`src/rtl/ifu_pkg.sv`:
```
// Shared constants and types for the instruction fetch unit and its im read port.
package ifu_pkg;

  localparam logic [31:0] IM_START_ADDRESS = 32'h0000_3000;
  localparam int unsigned IM_WORDS_DEFAULT = 1024;
  localparam logic        IM_ENABLED       = 1'b1;
  localparam logic        IM_DISABLED      = 1'b0;
  localparam logic [31:0] IFU_PC_STEP      = 32'd4;

  typedef enum logic [0:0] {
    StRun,
    StFault
  } ifu_state_e;

endpackage

```
`src/rtl/ifu_if.sv`:
```
// im read bus: the fetch unit is master (address/enable out), the memory is slave.
interface ifu_if;
  logic [31:0] im_addr;
  logic        im_enable;
  logic [31:0] im_result;

  modport master (
    output im_addr,
    output im_enable,
    input  im_result
  );

  modport slave (
    input  im_addr,
    input  im_enable,
    output im_result
  );
endinterface

```
`src/rtl/ifu_addr_check.sv`:
```
// Combinational legality check of a fetch address against the im window.
module ifu_addr_check #(
  parameter logic [31:0] START_ADDR = 32'h0000_3000,
  parameter int unsigned IM_WORDS   = 1024
) (
  input  logic [31:0] pc_i,
  output logic        addr_ok_o
);

  localparam logic [32:0] WinBytes = 33'(IM_WORDS) << 2;

  logic [31:0] offset;

  always_comb begin
    offset    = pc_i - START_ADDR;
    addr_ok_o = (pc_i[1:0] == 2'b00) && (pc_i >= START_ADDR) && ({1'b0, offset} < WinBytes);
  end

endmodule

```
`src/rtl/ifu.sv`:
```
// Instruction fetch unit: owns the PC, reads im each cycle and presents an IF/ID register.
module ifu
  import ifu_pkg::*;
#(
  parameter logic [31:0] START_ADDR = IM_START_ADDRESS,
  parameter int unsigned IM_WORDS   = IM_WORDS_DEFAULT
) (
  input  logic        clk,
  input  logic        reset_n,
  ifu_if.master       im,
  input  logic        redirect_valid,
  input  logic [31:0] redirect_target,
  output logic        out_valid,
  input  logic        out_ready,
  output logic [31:0] out_instr,
  output logic [31:0] out_pc,
  output logic        fault,
  output logic [31:0] fault_addr,
  output logic [31:0] fetch_count
);

  ifu_state_e  state_q, state_d;
  logic [31:0] pc_q, pc_d;
  logic        out_valid_q, out_valid_d;
  logic [31:0] out_instr_q, out_instr_d;
  logic [31:0] out_pc_q, out_pc_d;
  logic        fault_q, fault_d;
  logic [31:0] fault_addr_q, fault_addr_d;
  logic [31:0] fetch_count_q, fetch_count_d;
  logic        addr_ok;
  logic        fire;

  ifu_addr_check #(
    .START_ADDR (START_ADDR),
    .IM_WORDS   (IM_WORDS)
  ) u_addr_check (
    .pc_i      (pc_q),
    .addr_ok_o (addr_ok)
  );

  always_ff @(posedge clk) begin
    if (!reset_n) begin
      state_q       <= StRun;
      pc_q          <= START_ADDR;
      out_valid_q   <= 1'b0;
      out_instr_q   <= 32'h0;
      out_pc_q      <= 32'h0;
      fault_q       <= 1'b0;
      fault_addr_q  <= 32'h0;
      fetch_count_q <= 32'h0;
    end else begin
      state_q       <= state_d;
      pc_q          <= pc_d;
      out_valid_q   <= out_valid_d;
      out_instr_q   <= out_instr_d;
      out_pc_q      <= out_pc_d;
      fault_q       <= fault_d;
      fault_addr_q  <= fault_addr_d;
      fetch_count_q <= fetch_count_d;
    end
  end

  always_comb begin
    state_d = state_q;
    if (redirect_valid) begin
      state_d = StRun;
    end else if (state_q == StRun && !addr_ok) begin
      state_d = StFault;
    end
  end

  always_comb begin
    fire = reset_n && (state_q == StRun) && addr_ok && !redirect_valid &&
           (!out_valid_q || out_ready);
    im.im_enable = fire ? IM_ENABLED : IM_DISABLED;
    im.im_addr   = pc_q;
  end

  // Redirect outranks everything: it squashes the held instruction and clears a fault.
  always_comb begin
    pc_d          = pc_q;
    out_valid_d   = out_valid_q;
    out_instr_d   = out_instr_q;
    out_pc_d      = out_pc_q;
    fault_d       = fault_q;
    fault_addr_d  = fault_addr_q;
    fetch_count_d = fetch_count_q;
    if (redirect_valid) begin
      pc_d        = redirect_target;
      out_valid_d = 1'b0;
      fault_d     = 1'b0;
    end else begin
      if (fire) begin
        out_instr_d   = im.im_result;
        out_pc_d      = pc_q;
        out_valid_d   = 1'b1;
        pc_d          = pc_q + IFU_PC_STEP;
        fetch_count_d = fetch_count_q + 32'd1;
      end else if (out_valid_q && out_ready) begin
        out_valid_d = 1'b0;
      end
      if (state_q == StRun && !addr_ok) begin
        fault_d      = 1'b1;
        fault_addr_d = pc_q;
      end
    end
  end

  assign out_valid   = out_valid_q;
  assign out_instr   = out_instr_q;
  assign out_pc      = out_pc_q;
  assign fault       = fault_q;
  assign fault_addr  = fault_addr_q;
  assign fetch_count = fetch_count_q;

endmodule

```
`src/flat_wrapper.sv`:
```
// flat-port wrapper written by rule: the top's interface ports become plain ports
module ifu_flat import ifu_pkg::*;
#(
  parameter logic [31:0] START_ADDR = IM_START_ADDRESS,
  parameter int unsigned IM_WORDS   = IM_WORDS_DEFAULT
)
  (clk, reset_n, redirect_valid, redirect_target, out_valid, out_ready, out_instr, out_pc, fault, fault_addr, fetch_count, im_im_addr, im_im_enable, im_im_result);
  ifu_if im_i ();
  input  logic clk;
  input  logic reset_n;
  input  logic redirect_valid;
  input  logic [31:0] redirect_target;
  output logic out_valid;
  input  logic out_ready;
  output logic [31:0] out_instr;
  output logic [31:0] out_pc;
  output logic fault;
  output logic [31:0] fault_addr;
  output logic [31:0] fetch_count;
  output wire logic [$bits(im_i.im_addr)-1:0] im_im_addr;
  output wire logic [$bits(im_i.im_enable)-1:0] im_im_enable;
  input wire logic [$bits(im_i.im_result)-1:0] im_im_result;
  assign im_im_addr = im_i.im_addr;
  assign im_im_enable = im_i.im_enable;
  assign im_i.im_result = im_im_result;
  ifu #(.START_ADDR(START_ADDR), .IM_WORDS(IM_WORDS)) u_core (.clk(clk), .reset_n(reset_n), .im(im_i), .redirect_valid(redirect_valid), .redirect_target(redirect_target), .out_valid(out_valid), .out_ready(out_ready), .out_instr(out_instr), .out_pc(out_pc), .fault(fault), .fault_addr(fault_addr), .fetch_count(fetch_count));
endmodule
```
`config.mk`:
```
export PLATFORM = sky130hd
export DESIGN_NAME = ifu_flat
export DESIGN_NICKNAME = d
export VERILOG_FILES = /design/src/rtl/ifu_pkg.sv /design/src/rtl/ifu_if.sv /design/src/rtl/ifu_addr_check.sv /design/src/rtl/ifu.sv /design/src/flat_wrapper.sv
export SDC_FILE = /design/constraint.sdc
export NUM_CORES = 1
export LEC_CHECK = 0
export ABC_AREA = 1
export CAP_MARGIN = 10
export CORE_MARGIN = 4
export CORE_UTILIZATION = 30
export CTS_CLUSTER_SIZE = 16
export DETAILED_ROUTE_END_ITERATION = 7
export REMOVE_ABC_BUFFERS = 1
export SLEW_MARGIN = 20
export SYNTH_ARGS = -nofsm -noshare
export SYNTH_HDL_FRONTEND = slang
export SYNTH_SLANG_ARGS = --single-unit
```
`constraint.sdc`:
```
create_clock -name clk -period 4.3 [get_ports clk]
set_clock_uncertainty 0.1 [all_clocks]
set_input_delay 0.86 -clock clk [delete_from_list [all_inputs] [get_ports clk]]
set_output_delay 0.86 -clock clk [all_outputs]
set_load 0.05 [all_outputs]
```
==> reports/results.tsv <==
metric	value	unit
status	finished clean	
maxSlewViolCount	0	
start_kind	register	
pwr-share-comb	14.1	%
grt_start_max_net_pins	75	
synth.cell_area	0.006920	mm^2
cts.htree.levels	4	
grt_first_pass_wirelength	35.58	mm
initial_core_util	30.57	%
hold_start	u_core.out_pc[25]	
final_nets	1255	
rrSetupSlack	1.44	ns
die_width	159.9	um
fin_area	0.009986	mm^2
numPortBuffers	230	
tritoncts	built	
antennaDiodeCount	0	
numCtsBuffers	17	
p_per_area	364.1	mW/mm^2
grt_antenna_before_repair	1	
synth_edf_count	0	
critPathMaxStageDelay	0.37	ns
synth_cells	974	
arrival	2.27	ns
p_sw	0.001046	W
hold_class	register to register	
yosys.cell_count.top_type	nor2_1	
clock_sinks	162	
seqCellArea	0.003243	mm^2
grt_pass1_vias	6580	
dieHeight	159.9	um
synth-seq-cells	162	
clkPwrFrac	42.1	%
max_slew_margin	49.87	%
post_cts_buffers	0	
synth_top_area_share	46.86	%
vias	6826	
p_leak	4.091	nW
wl_per_cell	14.76	um
intPower	0.002590	W
seqPwrFrac	43.8	%
drtIter0Drc	398	
std_cell_rows	55	
gp_congestion	0.8475	
ys_types	37	
synth_area_leader_cell	dfxtp_1	
cp_data_required_time	3.34	ns
ys_warn_count	0	
grt_usage	16.84	%
cap_violations	0	
via_per_inst	4.606	
hold_viol	0	
antenna_left	0	
fp.dieArea	0.02556	mm^2
synth_ff_type	dfxtp_1	
core-area	0.02264	mm^2
rr_worst_depth	14	
drc	0	
holdPathEnd	u_core.out_pc[25]	
yosys-top-cells-count	nor2_1, dfxtp_1, nand2_1	
fin_crit_sh	75.04	%
area_growth_syn_to_layout	44.30	%
crit-reg2reg-launch	u_core.im.im_addr[14]	
ir_drop	0.0002279	V
crit_type	register to output pin	
grt-ovfl-total	0	
clock_latency	0.42	ns
hold-path-cell-count	2	
worstMarginPinSlew	0.7519	ns
setup_violations	0	
r2r-end	u_core.fault_addr[0]	
syn_area_per_cell	7.105	um^2
rsz0062_at_grt	false	
hold_buffers	0	
cts_buffer_depth	2	
first_pass_iters	4	
root_buffer	clkbuf_16	
io_pins	231	
end_kind	output pin	
synthTopCellsByArea	dfxtp_1, nor2_1, nand2_1, o21ai_0, a21oi_1	
clkTransAtPathRegs	0.07	ns
layout-drive-gt1-share	6.015	%
fin_setup_tns	0	ns
hpwl	15.01	mm
cp_max_fo	5	
fin_crit	3.227	ns
cts_resized	0	
drt_wl_total	21.87	mm
swShare	28.77	%
ys_seq_area_share	46.86	%
fillCellCount	2287	
multiInputGateArea	0.003124	mm^2
slowest_stage	dfxtp_1	
holdWs	0.3394	ns
async_flop_share	0	%
fmax	309.9	MHz
place_area	0.009397	mm^2
crit_chain	nor2_2, nand3_2, nor2_2, nand2_1, nand2_1, nand4_1, nor2_1, nand3_4, inv_2, buf_12	
placed cells by master, fill, tap and decap left out, types with 12 or more instances in the layout:
cell	instances
nor2_1	248
clkdlybuf4s50_1	228
nand2_1	162
dfxtp_1	162
o21ai_0	83
inv_1	74
a21oi_1	64
nand3_1	48
clkbuf_16	17
nand4_1	14
nor2_2	12
final cells by class:
cell class,count,area share (%)
inverters,78,2.957
clock buffers,20,4.674
multi-input cells,686,31.29
repair buffers,239,23.81
well taps,285,3.571
flip-flops and latches,162,32.48
clock inverters,12,1.228
worst max-delay path by stage:
stage | start | endpoint | slack (ns) | depth (start not counted)
after floorplan | reset_n | im_im_enable | -0.80 | 6
after global placement | redirect_valid | u_core.fetch_count[10] | 1.03 | 10
after detailed placement | redirect_valid | u_core.fetch_count[10] | 1.04 | 10
after CTS | u_core.im.im_addr[14] | im_im_enable | 1.05 | 12
after global routing | u_core.im.im_addr[16] | im_im_enable | 0.89 | 10
final | u_core.im.im_addr[14] | im_im_enable | 1.07 | 10
metrics by stage:
| step | utilization [%] | instances | total power [W] | setup slack, ns |
|---|---|---|---|---|
| 4_1_cts | 44.11 | 1482 | 0.003689 | 1.046 |
| 2_1_floorplan | - | 926 | 0.001914 | -0.8050 |
| 3_5_place_dp | 41.50 | 1450 | 0.002142 | 1.043 |
| 3_3_place_gp | 41.50 | 1450 | 0.002138 | 1.028 |
| 5_1_grt | 44.11 | 1482 | 0.003795 | 0.8878 |
| 6_report | 44.11 | 1482 | 0.003636 | 1.073 |
cells by family after synthesis:
logic type | share of synthesized area, %
compound gates | 11.99
xor+xnor | 1.645
fa+ha+maj | 0.5425
buf+inv | 8.100
flops | 46.86
mux | 0.1446
simple gates | 30.72
power groups by stage:
| stage | clock network, W | registers, W | logic (W) |
|---|---|---|---|
| final | 0.00153 | 0.00159 | 0.000514 |
| after CTS | 0.00158 | 0.00159 | 0.000519 |
| after detailed placement | 0 | 0.00163 | 0.000516 |
| after global routing | 0.00164 | 0.00160 | 0.000556 |
| after floorplan | 0 | 0.00176 | 0.000150 |
| after global placement | 0 | 0.00162 | 0.000514 |
per-layer routing:
metal / global-route usage [%] / wire length, um
met5: 0 / 13
met4: 4.106 / 279
met3: 5.703 / 1432
met2: 27.28 / 10170
met1: 21.75 / 9979
registers in the layout, summed over array words and instances (netlist names):
signal,cells
u_core.fault_addr,32
u_core.fetch_count,32
u_core.im.im_addr,32
u_core.out_instr,32
u_core.out_pc,32
u_core.fault,1
u_core.out_valid,1
worst max-delay path: cells and delay by family, from the launching register on:
| kind | cells | cell delay (ns) |
|---|---|---|
| and+or+nand+nor | 8 | 1.20 |
| DFF | 1 | 0.37 |
| buffers and inverters | 2 | 0.26 |
(Power assumes the default switching activity.)
